$ cat src/rtl/math_decode_seq_pkg.sv
// Shared definitions for the math_decode_seq slice: FSM state encodings,
// divider iteration count and the saturation-threshold helper.
package math_decode_seq_pkg;

  localparam logic [1:0] ST_IDLE   = 2'd0;
  localparam logic [1:0] ST_DIVIDE = 2'd1;
  localparam logic [1:0] ST_SUB    = 2'd2;
  localparam logic [1:0] ST_MUL    = 2'd3;

  // One restoring-division iteration per dividend bit.
  localparam int unsigned DIV_ITERS = 16;

  // Largest quotient whose decoded value still fits in 8 bits.
  function automatic int calc_max_q(input int scale, input int offset);
    return 255 / scale + offset;
  endfunction

endpackage

$ cat src/rtl/math_decode_seq_div.sv
// div_restoring_seq: WIDTH-bit by constant DIVISOR restoring divider,
// one quotient bit per cycle, MSB first.
// Ports:
//   i_Clk, i_Rst        clock, synchronous active-high reset
//   i_Start             load i_Dividend and begin WIDTH iterations
//   i_Dividend          dividend captured on i_Start
//   o_Done              high during the cycle whose edge performs the final
//                       iteration; o_Quotient/o_Remainder are final after it
//   o_Quotient          quotient (shares the dividend shift register)
//   o_Remainder         remainder
module div_restoring_seq
  import math_decode_seq_pkg::*;
#(
  parameter int DIVISOR = 5,
  parameter int WIDTH   = DIV_ITERS,
  parameter int REM_W   = $clog2(DIVISOR) + 1
) (
  input  logic             i_Clk,
  input  logic             i_Rst,
  input  logic             i_Start,
  input  logic [WIDTH-1:0] i_Dividend,
  output logic             o_Done,
  output logic [WIDTH-1:0] o_Quotient,
  output logic [REM_W-1:0] o_Remainder
);

  localparam int CNT_W = $clog2(WIDTH);

  logic             run_q, run_d;
  logic [CNT_W-1:0] cnt_q, cnt_d;
  logic [WIDTH-1:0] dvd_q, dvd_d;
  logic [REM_W-1:0] rem_q, rem_d;
  logic [REM_W-1:0] trial;
  logic             last;

  // Remainder is always < DIVISOR, so its top bit is zero before the shift.
  assign trial = {rem_q[REM_W-2:0], dvd_q[WIDTH-1]};
  assign last  = run_q && (cnt_q == CNT_W'(WIDTH - 1));

  always_comb begin
    run_d = run_q;
    cnt_d = cnt_q;
    dvd_d = dvd_q;
    rem_d = rem_q;
    if (i_Start) begin
      run_d = 1'b1;
      cnt_d = '0;
      dvd_d = i_Dividend;
      rem_d = '0;
    end else if (run_q) begin
      cnt_d = cnt_q + CNT_W'(1);
      if (trial >= REM_W'(DIVISOR)) begin
        rem_d = trial - REM_W'(DIVISOR);
        dvd_d = {dvd_q[WIDTH-2:0], 1'b1};
      end else begin
        rem_d = trial;
        dvd_d = {dvd_q[WIDTH-2:0], 1'b0};
      end
      if (last) run_d = 1'b0;
    end
  end

  always_ff @(posedge i_Clk) begin
    if (i_Rst) begin
      run_q <= 1'b0;
      cnt_q <= '0;
      dvd_q <= '0;
      rem_q <= '0;
    end else begin
      run_q <= run_d;
      cnt_q <= cnt_d;
      dvd_q <= dvd_d;
      rem_q <= rem_d;
    end
  end

  assign o_Done      = last;
  assign o_Quotient  = dvd_q;
  assign o_Remainder = rem_q;

endmodule

$ cat src/rtl/math_decode_seq.sv
// math_decode_seq: recovers the lowest 8-bit source x with
// ((x/SCALE)+OFFSET)*DIVISOR == y, i.e. x = (y/DIVISOR - OFFSET)*SCALE,
// flagging words the encoder cannot produce.
// Ports:
//   i_Clk, i_Rst  clock, synchronous active-high reset
//   i_Start       request strobe, honoured only while o_Busy=0
//   i_Data        16-bit encoded word
//   o_Busy        operation in flight
//   o_Valid       one-cycle result strobe
//   o_Data        decoded value (held)
//   o_Error       word not producible by the encoder (held)
module math_decode_seq
  import math_decode_seq_pkg::*;
#(
  parameter int DIVISOR = 5,
  parameter int OFFSET  = 1,
  parameter int SCALE   = 3
) (
  input  logic        i_Clk,
  input  logic        i_Rst,
  input  logic        i_Start,
  input  logic [15:0] i_Data,
  output logic        o_Busy,
  output logic        o_Valid,
  output logic [7:0]  o_Data,
  output logic        o_Error
);

  localparam int MAX_Q = calc_max_q(SCALE, OFFSET);
  localparam int REM_W = $clog2(DIVISOR) + 1;

  logic [1:0]       state_q, state_d;
  logic             busy_q, busy_d;
  logic             valid_q, valid_d;
  logic [7:0]       data_q, data_d;
  logic             err_q, err_d;
  logic [15:0]      diff_q, diff_d;
  logic             ezero_q, ezero_d;
  logic             ebig_q, ebig_d;
  logic             erem_q, erem_d;

  logic             div_start;
  logic             div_done;
  logic [15:0]      quot;
  logic [REM_W-1:0] rem;

  assign div_start = (state_q == ST_IDLE) && i_Start;

  div_restoring_seq #(
    .DIVISOR (DIVISOR),
    .WIDTH   (int'(DIV_ITERS)),
    .REM_W   (REM_W)
  ) u_div (
    .i_Clk       (i_Clk),
    .i_Rst       (i_Rst),
    .i_Start     (div_start),
    .i_Dividend  (i_Data),
    .o_Done      (div_done),
    .o_Quotient  (quot),
    .o_Remainder (rem)
  );

  always_comb begin
    state_d = state_q;
    busy_d  = busy_q;
    valid_d = 1'b0;
    data_d  = data_q;
    err_d   = err_q;
    diff_d  = diff_q;
    ezero_d = ezero_q;
    ebig_d  = ebig_q;
    erem_d  = erem_q;
    case (state_q)
      ST_IDLE: begin
        if (i_Start) begin
          state_d = ST_DIVIDE;
          busy_d  = 1'b1;
        end
      end
      // div_done flags the final iteration edge, so SUB sees settled results.
      ST_DIVIDE: begin
        if (div_done) state_d = ST_SUB;
      end
      ST_SUB: begin
        diff_d  = quot - 16'(OFFSET);
        ezero_d = quot < 16'(OFFSET);
        ebig_d  = quot > 16'(MAX_Q);
        erem_d  = rem != '0;
        state_d = ST_MUL;
      end
      ST_MUL: begin
        if (ezero_q)     data_d = '0;
        else if (ebig_q) data_d = '1;
        else             data_d = 8'(diff_q * 16'(SCALE));
        err_d   = ezero_q | ebig_q | erem_q;
        valid_d = 1'b1;
        busy_d  = 1'b0;
        state_d = ST_IDLE;
      end
      default: state_d = ST_IDLE;
    endcase
  end

  always_ff @(posedge i_Clk) begin
    if (i_Rst) begin
      state_q <= ST_IDLE;
      busy_q  <= 1'b0;
      valid_q <= 1'b0;
      data_q  <= '0;
      err_q   <= 1'b0;
      diff_q  <= '0;
      ezero_q <= 1'b0;
      ebig_q  <= 1'b0;
      erem_q  <= 1'b0;
    end else begin
      state_q <= state_d;
      busy_q  <= busy_d;
      valid_q <= valid_d;
      data_q  <= data_d;
      err_q   <= err_d;
      diff_q  <= diff_d;
      ezero_q <= ezero_d;
      ebig_q  <= ebig_d;
      erem_q  <= erem_d;
    end
  end

  assign o_Busy  = busy_q;
  assign o_Valid = valid_q;
  assign o_Data  = data_q;
  assign o_Error = err_q;

endmodule

$ cat config.mk
export PLATFORM = sky130hd
export DESIGN_NAME = math_decode_seq
export DESIGN_NICKNAME = d
export VERILOG_FILES = /design/src/rtl/math_decode_seq_pkg.sv /design/src/rtl/math_decode_seq_div.sv /design/src/rtl/math_decode_seq.sv
export SDC_FILE = /design/constraint.sdc
export NUM_CORES = 1
export LEC_CHECK = 0
export CORE_ASPECT_RATIO = 0.6
export CORE_MARGIN = 1
export CORE_UTILIZATION = 55
export DETAILED_ROUTE_END_ITERATION = 7
export MAX_ROUTING_LAYER = met4
export PLACE_DENSITY = 0.88
export SYNTH_ARGS = -nofsm -noshare
export SYNTH_HDL_FRONTEND = slang
export SYNTH_SLANG_ARGS = --single-unit
$ cat constraint.sdc
create_clock -name i_Clk -period 2.4 [get_ports i_Clk]
set_input_delay 0.36 -clock i_Clk [delete_from_list [all_inputs] [get_ports i_Clk]]
set_output_delay 0.36 -clock i_Clk [all_outputs]
set_load 0.005 [all_outputs]
==> results of run 1 <==
[critical path: stages, from the launching register on]
cell	delay (ns)
dfxtp_1	0.36
ha_1	0.24
fa_1	0.44
a211oi_1	0.23
o21bai_1	0.11
a21oi_1	0.18
xnor2_1	0.14
o221ai_1	0.14
[power breakdown]
part | total [mW] | leakage, nW | switching [mW] | internal [mW]
Combinational | 1.17 | 0.667 | 0.626 | 0.547
Sequential | 1.21 | 0.400 | 0.215 | 0.998
Clock | 0.617 | 0.0585 | 0.277 | 0.340
Total | 3.00 | 1.13 | 1.12 | 1.89
[sequential cells by signal, indices dropped and copies added (netlist names)]
name and flops:
u_div.o_Remainder 4, diff_q 8, erem_q 1, state_q 2, u_div.cnt_q 4, u_div.o_Quotient 16, o_Busy 1, o_Valid 1
ebig_q 1, o_Data 8, u_div.run_q 1, o_Error 1, ezero_q 1
[cells by family after synthesis]
| family | count (synthesis) | share of synthesized area [%] |
|---|---|---|
| XOR/XNOR | 17 | 5.98 |
| multiplexers | 23 | 9.29 |
| buffers and inverters | 24 | 3.77 |
| flip-flops | 49 | 39.4 |
| adder cells (fa/ha/maj) | 16 | 8.34 |
| AO/OA/AOI/OAI | 60 | 16.1 |
| AND/OR/NAND/NOR | 91 | 17.2 |
[layout make-up]
cell class              instances  area, µm²
clock buffers                   7       86.3
inverters                       7       26.3
multi-input cells             207       1420
fillers                       350       1290
repair buffers                 34        328
clock inverters                 1       30.0
flip-flops and latches         49        981
well taps                      60       75.1
[cell usage after synthesis (all sizes together)]
library cell	instances
fa	1
ha	15
nand4bb	1
a21o	4
xnor2	9
o21bai	3
or3	1
nor3	5
a211oi	27
nand2b	9
nand4	2
buf	6
xor2	8
mux2	1
nor3b	1
o21ai	6
o221ai	2
nand2	8
nand3	6
inv	7
a21oi	17
clkbuf	11
dfxtp	49
nor4	2
mux2i	22
nor2b	3
o211ai	1
nor4b	1
nor2	52
[worst paths after layout]
kind | startpoint | endpoint | slack [ns] | cells after the start
setup / recovery | diff_q[1] | o_Data[7] | 0.42 | 7
hold / removal | o_Data[4] | o_Data[4] | 0.48 | 2
setup reg to reg | diff_q[1] | o_Data[7] | 0.42 | 7
hold reg to reg | o_Data[4] | o_Data[4] | 0.48 | 2
[per-layer routing]
layer	routed length (µm)	track usage, %	up-vias
met5	0	-	-
met4	72	10.2	0
met3	295	6.13	10
met2	2210	38.7	51
met1	2630	34.0	965
li1	-	-	1026
[through the flow]
step | instances | area [µm²] | worst slack (ns) | hold slack (ns)
after floorplan | 280 | 2490 | 0.601 | 0.446
after global placement | 357 | 2830 | 0.541 | 0.456
after detailed placement | 357 | 2830 | 0.483 | 0.467
after CTS | 365 | 2940 | 0.458 | 0.480
after global routing | 365 | 2940 | 0.269 | 0.515
final | 365 | 2940 | 0.424 | 0.478
[cells in the final DEF (no fill, tap or decap), types with 2 or more instances in the layout]
master / n
buf_4: 5
a21o_1: 4
nor3_1: 4
mux2i_1: 22
nor2_1: 52
xor2_1: 8
a21oi_1: 17
clkbuf_8: 6
o21ai_0: 6
a211oi_1: 26
nor2b_1: 3
nand2_1: 7
clkdlybuf4s50_1: 29
nand4_1: 2
o221ai_1: 2
ha_1: 15
nand3_1: 6
o21bai_1: 3
dfxtp_1: 49
xnor2_1: 9
nand2b_1: 9
nor4_1: 2
inv_1: 7
==> results.cfg, run 1 <==
[routing]
via_per_inst = 5.62
vias = 2052
wl_per_cell_um = 14.3
ant_nets = 0
drt_iter0_markers = 94
first_pass_iters = 4
drc_errors = 0
routed_wl_um = 5210

[finish]
area_growth_pct = 18.1
layout-drive-gt1-share_pct = 5.25
num_antenna_cells = 0
nNetsFinal = 339
final_util_pct = 69.5

[synthesis]
synth.yosys.warnings = 0
synth.distinct_cells = 33
syn_inst = 280
syn_nets = 315
avgSynthCellArea_um2 = 8.90
synth_seq_area_share_pct = 39.4
yosys.area.top_type_share_pct = 39.4
yosysTopAreaCell = dfxtp_1
synth_area_um2 = 2490
synth_area_leaders = dfxtp_1 39%, mux2i_1 8.8%, a211oi_1 7.8%, nor2_1 7.8%, ha_1 7.5%
ys_ff_latch = 49

[timing]
report.final.hold_viol_count = 0
post-route-period-util_pct = 82.3
layout_min_cycle_time_ns = 1.98
max_clock_freq_mhz = 506
rsz0062_at_grt = false
worst_pin_slew_ns = 0.557
slew_headroom_pct = 62.9
finalMaxSlewViolations = 0
setup_violations = 0
fin_worst_skew_ns = 0.0118
tns_ns = 0

[power_and_ir_drop]
cellLeakagePower_nw = 1.13
peakVddDrop_mv = 0.620
power_mw = 3.00
powerDensity_nw_per_um2 = 1020

[global_routing]
grt_usage_pct = 25.9
grt.overflow.total = 0
grt_pass1_vias = 1973
grt_max_degree = 34
antenna_found_initial = 0
grt_first_pass_wirelength_um = 8870

[floorplanning]
die_w_um = 88.9
pin_count = 30
start_util_pct = 58.8
dieArea_um2 = 4810
rows = 18
fp.dieH_um = 54.1
core-area_um2 = 4230

[setup_path]
critical_path.max_fanout = 4
start_kind = register
crit_path_end_kind = register
cp_data_arrival_time_ns = 2.15
worstPathRequired_ns = 2.57
criticalPathCategory = register to register

[clock_tree]
htreeDepth = 2
cts.clk_slew.worst_paths_ns = 0.09
cts_num_sinks = 49
cts_setup_buffers = 0
holdBufCountCts = 0
cts_resized = 0
clockRootBuffer = clkbuf_8
insertion_delay_ns = 0.31
tritoncts = done
cts_made_buffers = 5
cts.path.max_buffers = 2

[run_status]
outcome = finished clean

[placed_design]
hpwlAfterDp_um = 3660
gp_congestion = 0.865
portBuffers = 29

[flow_run]
cap_violations = 0

[worst_hold_path]
worstHoldPathType = register to register
Power figures use the tool's default switching activity.
==> inputs of run 2 (changes only) <==
--- a/config.mk
+++ b/config.mk
@@ -7,10 +7,10 @@
 export LEC_CHECK = 0
 export CORE_ASPECT_RATIO = 0.6
 export CORE_MARGIN = 1
-export CORE_UTILIZATION = 55
+export CORE_UTILIZATION = 50
 export DETAILED_ROUTE_END_ITERATION = 7
 export MAX_ROUTING_LAYER = met4
-export PLACE_DENSITY = 0.88
+export PLACE_DENSITY = 0.85
 export SYNTH_ARGS = -nofsm -noshare
 export SYNTH_HDL_FRONTEND = slang
 export SYNTH_SLANG_ARGS = --single-unit
==> constraint.sdc (replaced) <==
create_clock -name i_Clk -period 1.66 [get_ports i_Clk]
set_input_delay 0.249 -clock i_Clk [delete_from_list [all_inputs] [get_ports i_Clk]]
set_output_delay 0.249 -clock i_Clk [all_outputs]
set_load 0.005 [all_outputs]
==> run 2 against run 1 <==
Net effect: the flow now finishes with violations (negative setup slack); combinational power up 57%; global-route usage down 3.3 points; clock skew down 0.0013 ns; fmax up 6.9%; core utilization down 3.7 points; power up 49%.
==> results.cfg, run 2 (synthesized netlist as in run 1, its figures left out) <==
[clock_tree]
cts.path.max_buffers = 2
cts_setup_buffers = 0
htreeDepth = 2
cts_made_buffers = 5
insertion_delay_ns = 0.31
clockRootBuffer = clkbuf_8
tritoncts = done
cts.clk_slew.worst_paths_ns = 0.09
cts_num_sinks = 49

[timing]
slew_headroom_pct = 70.5
report.final.hold_viol_count = 0
fin_worst_skew_ns = 0.0104
max_clock_freq_mhz = 541
setup_ws_ns = -0.188
worst_pin_slew_ns = 0.438
layout_min_cycle_time_ns = 1.85
whs_ns = 0.476
finalMaxSlewViolations = 0
setup_violations = 2
rsz0062_at_grt = true
post-route-period-util_pct = 111

[power_and_ir_drop]
cellLeakagePower_nw = 1.18
powerDensity_nw_per_um2 = 1450
peakVddDrop_mv = 0.811

[floorplanning]
core-area_um2 = 4680
start_util_pct = 53.2
fp.dieH_um = 56.7
pin_count = 30
rows = 19
dieArea_um2 = 5280
die_w_um = 93.1

[global_routing]
antenna_found_initial = 0
grt_pass1_vias = 1951
grt_max_degree = 33
grt_first_pass_wirelength_um = 9070
grt_usage_pct = 22.6
grt.overflow.total = 0

[setup_path]
ff2ff_setup_slack_ns = -0.19
reg2reg_depth = 7
criticalPathCategory = register to register
worstPathRequired_ns = 1.85
r2r_end = o_Data[7]
cp_data_arrival_time_ns = 2.03
crit_path_end_kind = register
start_kind = register
critical_path.max_fanout = 3
r2r_start = diff_q[1]

[routing]
routed_wl_um = 5270
wl_per_cell_um = 14.0
vias = 2032
drc_errors = 0
via_per_inst = 5.40
drt_iter0_markers = 124
ant_nets = 0
first_pass_iters = 4

[flow_run]
cap_violations = 0

[worst_hold_path]
hold_depth = 2
worstHoldPathType = register to register
hold_path_end = u_div.o_Remainder[3]
min_from = u_div.o_Remainder[3]

[placed_design]
dpl.cell_count = 368
gp_congestion = 0.785
portBuffers = 29
hpwlAfterDp_um = 3670

[finish]
nNetsFinal = 347
final_common_cell = nor2_1
largest_reg_flops = 16
layout-drive-gt1-share_pct = 10.9
multi_input_area_um2 = 1460
fill_cells = 374
num_antenna_cells = 0
regArea_um2 = 982
final_cell_mix = 52 x nor2_1, 48 x dfxtp_1, 29 x clkdlybuf4s50_1, 24 x a211oi_1, 22 x mux2i_1
instances_no_fill = 376
area_growth_pct = 23.7

[run_status]
outcome = finished with violations
violations = negative setup slack
-- run 2: cell count changes in the layout (fill, tap and decap cells not counted), moves of 2 or more --
cell,delta
a21oi_2,+3
a211oi_1,-2
buf_4,+6
a21oi_1,-3
a211oi_2,+2
buf_12,+2
-- run 2: power by group --
part           total, mW  switching (mW)  internal, mW
Combinational       1.84           0.968         0.872
Clock              0.885           0.394         0.492
Sequential          1.75           0.306          1.44
Total               4.48            1.67          2.81
-- run 2: layout make-up --
cell class | instances | share of cell area [%]
Clock buffer | 7 | 2.80
Clock inverter | 1 | 0.975
Inverter | 7 | 0.853
Multi-Input combinational cell | 207 | 47.5
Sequential cell | 49 | 31.9
Tap cell | 63 | 2.56
Timing Repair Buffer | 42 | 13.4
-- run 2: worst max-delay path: stages (launching register included) --
cell and delay [ns]:
dfxtp_2 0.36, ha_4 0.17, fa_2 0.39, a211oi_2 0.25
o21bai_1 0.14, a21oi_2 0.15, xnor2_1 0.14, o221ai_1 0.13
-- run 2: what timing repair did --
item / 4_1_cts / 5_1_grt
gates resized for setup: 2 / 4
endpoints found under the setup margin: 3 / 6
pin swaps: 1 / 2
hold buffers: 0 / 0
-- run 2: how the worst max path moves through the flow --
stage	slack, ns	from	endpoint
CTS	-0.11	diff_q[1]	o_Data[7]
detailed placement	-0.09	diff_q[1]	o_Data[7]
global route	-0.28	diff_q[1]	o_Data[7]
finish	-0.19	diff_q[1]	o_Data[7]
global placement	-0.04	diff_q[1]	o_Data[7]
floorplan	-0.004	diff_q[1]	o_Data[7]
-- run 2: stage by stage --
step                      worst slack (ns)  power (mW)  utilization [%]   TNS, ns  cell area, µm²
after floorplan                   -0.00365        3.04                -  -0.00365            2510
after global placement             -0.0440        3.47             62.7   -0.0440            2940
after detailed placement           -0.0891        3.55             62.7    -0.101            2940
after CTS                           -0.111        4.46             65.4    -0.132            3060
after global routing                -0.279        4.82             65.8    -0.596            3080
final                               -0.188        4.48             65.8    -0.202            3080
-- run 2: per-layer routing --
metal | track usage (%) | share of wire, % | vias up
met4 | 7.69 | 1.6 | 0
met5 | - | 0 | -
met3 | 5.69 | 3.3 | 10
met1 | 30.3 | 52 | 953
li1 | - | - | 1041
met2 | 33.2 | 43 | 28
==> inputs of run 3 (changes only) <==
--- a/config.mk
+++ b/config.mk
@@ -5,9 +5,11 @@
 export SDC_FILE = /design/constraint.sdc
 export NUM_CORES = 1
 export LEC_CHECK = 0
+export CELL_PAD_IN_SITES_DETAIL_PLACEMENT = 1
+export CELL_PAD_IN_SITES_GLOBAL_PLACEMENT = 2
 export CORE_ASPECT_RATIO = 0.6
 export CORE_MARGIN = 1
-export CORE_UTILIZATION = 50
+export CORE_UTILIZATION = 31
 export DETAILED_ROUTE_END_ITERATION = 7
 export MAX_ROUTING_LAYER = met4
 export PLACE_DENSITY = 0.85
==> run 3 against run 2 <==
Net effect: the flow still finishes with violations (negative setup slack); power rose by 8.8%; critical path depth up 2; first-iteration DRC count fell by 27%; cell count is 13% higher; combinational power rose by 10%; largest cell class unchanged; global-route usage shrank 5.9 points; wire length is 20% higher; non-clock buffer count is 6 higher; setup slack better by 0.084 ns; clock-buffer cell count is the same; largest power group unchanged.
==> results.cfg, run 3 (synthesized netlist as in run 1, its figures left out) <==
[run_status]
outcome = finished with violations
violations = negative setup slack

[routing]
via_per_inst = 4.91
drt_iter0_markers = 91
drc_errors = 0
vias = 2076
first_pass_iters = 6
ant_nets = 0
wl_per_cell_um = 15.0
routed_wl_um = 6330

[timing]
post-route-period-util_pct = 106
tns_ns = -0.337
setup_violations = 5
rsz0062_at_grt = true
finalMaxSlewViolations = 0
layout_min_cycle_time_ns = 1.76
setup_ws_ns = -0.105
worst_pin_slew_ns = 0.380
fin_worst_skew_ns = 0.00630
report.final.hold_viol_count = 0
max_clock_freq_mhz = 567
slew_headroom_pct = 74.4

[power_and_ir_drop]
combPwrFrac_pct = 41.6
power_mw = 4.87
p_sw_mw = 1.79
power_frac_seq_pct = 36.0
power_frac_clock_pct = 22.4
sw_frac_of_total_pct = 36.8
p_int_mw = 3.08
powerDensity_nw_per_um2 = 1490
cellLeakagePower_nw = 1.23
peakVddDrop_mv = 0.464

[finish]
final_util_pct = 43.4
layout-drive-gt1-share_pct = 13.8
num_antenna_cells = 0
final_cell_mix = 52 x nor2_1, 46 x dfxtp_1, 29 x clkdlybuf4s50_1, 24 x a211oi_1, 22 x mux2i_1
nNetsFinal = 353
area_growth_pct = 30.9
largest_reg_flops = 16
fin_area_um2 = 3260
final_common_cell = nor2_1

[global_routing]
grt.overflow.total = 0
grt_first_pass_wirelength_um = 10700
grt_max_degree = 31
grt_pass1_vias = 2163
antenna_found_initial = 0
grt_usage_pct = 16.7

[setup_path]
criticalPathCategory = register to register
crit_path_end_kind = register
path_delay_family = adder cells
start_kind = register
critPathSlowestCell = fa_2
path_buf_inv = 3
critPathMostFrequentCell = nor2_1
cp_data_arrival_time_ns = 1.95
crit_chain = buf_4 > fa_2 > buf_6 > buf_6 > xor2_1 > nor2_1 > nor2_1 > mux2i_1 > nor2_1
worstPathRequired_ns = 1.85
max_stage_delay_ns = 0.40
critical_path.max_fanout = 4

[clock_tree]
tritoncts = done
cts.clk_slew.worst_paths_ns = 0.07
insertion_delay_ns = 0.29
holdBufCountCts = 0
clockRootBuffer = clkbuf_16
cts.path.max_buffers = 2
htreeDepth = 2
cts_num_sinks = 49
cts_made_buffers = 5

[floorplanning]
die_w_um = 118
dieArea_um2 = 8410
pin_count = 30
fp.dieH_um = 71.4
rows = 24
core-area_um2 = 7510
start_util_pct = 33.2

[placed_design]
hpwlAfterDp_um = 4550
preCtsSetupSlack_ns = -0.167
postPlaceCellArea_um2 = 3020
gp_congestion = 0.813
portBuffers = 29

[worst_hold_path]
worstHoldPathType = register to register

[flow_run]
cap_violations = 0
## run 3: cell type report
| cell class | instances | area [µm²] |
|---|---|---|
| Clock buffer | 7 | 153 |
| Clock inverter | 1 | 5.00 |
| Fill cell | 878 | 4250 |
| Inverter | 7 | 26.3 |
| Multi-Input combinational cell | 207 | 1480 |
| Sequential cell | 49 | 990 |
| Tap cell | 104 | 130 |
| Timing Repair Buffer | 48 | 482 |
## run 3: repair_timing
item | 4_1_cts | 5_1_grt
resized for setup | 5 | 9
hold endpoints to repair | 0 | 0
setup buffers | 3 | 1
setup endpoints to repair | 5 | 7
pin swaps | 12 | 13
## run 3: metal layers
layer | vias up | routed length (µm) | global-route usage (%)
met5 | - | 0 | -
met4 | 0 | 66 | 5.13
met3 | 6 | 189 | 4.46
met2 | 20 | 2740 | 23.7
met1 | 997 | 3330 | 23.1
li1 | 1053 | - | -
## run 3: power groups by stage
stage / registers [mW] / logic [mW] / clock network [mW]
after floorplan: 1.68 / 1.36 / 0
after global placement: 1.75 / 1.88 / 0
after detailed placement: 1.77 / 1.93 / 0
after CTS: 1.74 / 2.00 / 1.13
after global routing: 1.80 / 2.27 / 1.18
final: 1.76 / 2.03 / 1.09
## run 3: worst paths after layout
path | from | to | depth (start not counted) | slack (ns)
max | diff_q[1] | o_Data[3] | 9 | -0.10
min | o_Data[5] | o_Data[5] | 2 | 0.49
max reg2reg | diff_q[1] | o_Data[3] | 9 | -0.10
min reg2reg | o_Data[5] | o_Data[5] | 2 | 0.49
## run 3: through the flow
step / hold WS (ns) / std cells
after floorplan: 0.410 / 280
after global placement: 0.457 / 412
after detailed placement: 0.479 / 412
after CTS: 0.494 / 423
after global routing: 0.514 / 423
final: 0.487 / 423
## run 3: worst min-delay path, delay by kind of cell, from the launching register on
family          cells  cell delay [ns]
flops               1             0.31
simple gates        1             0.07
compound gates      1             0.06
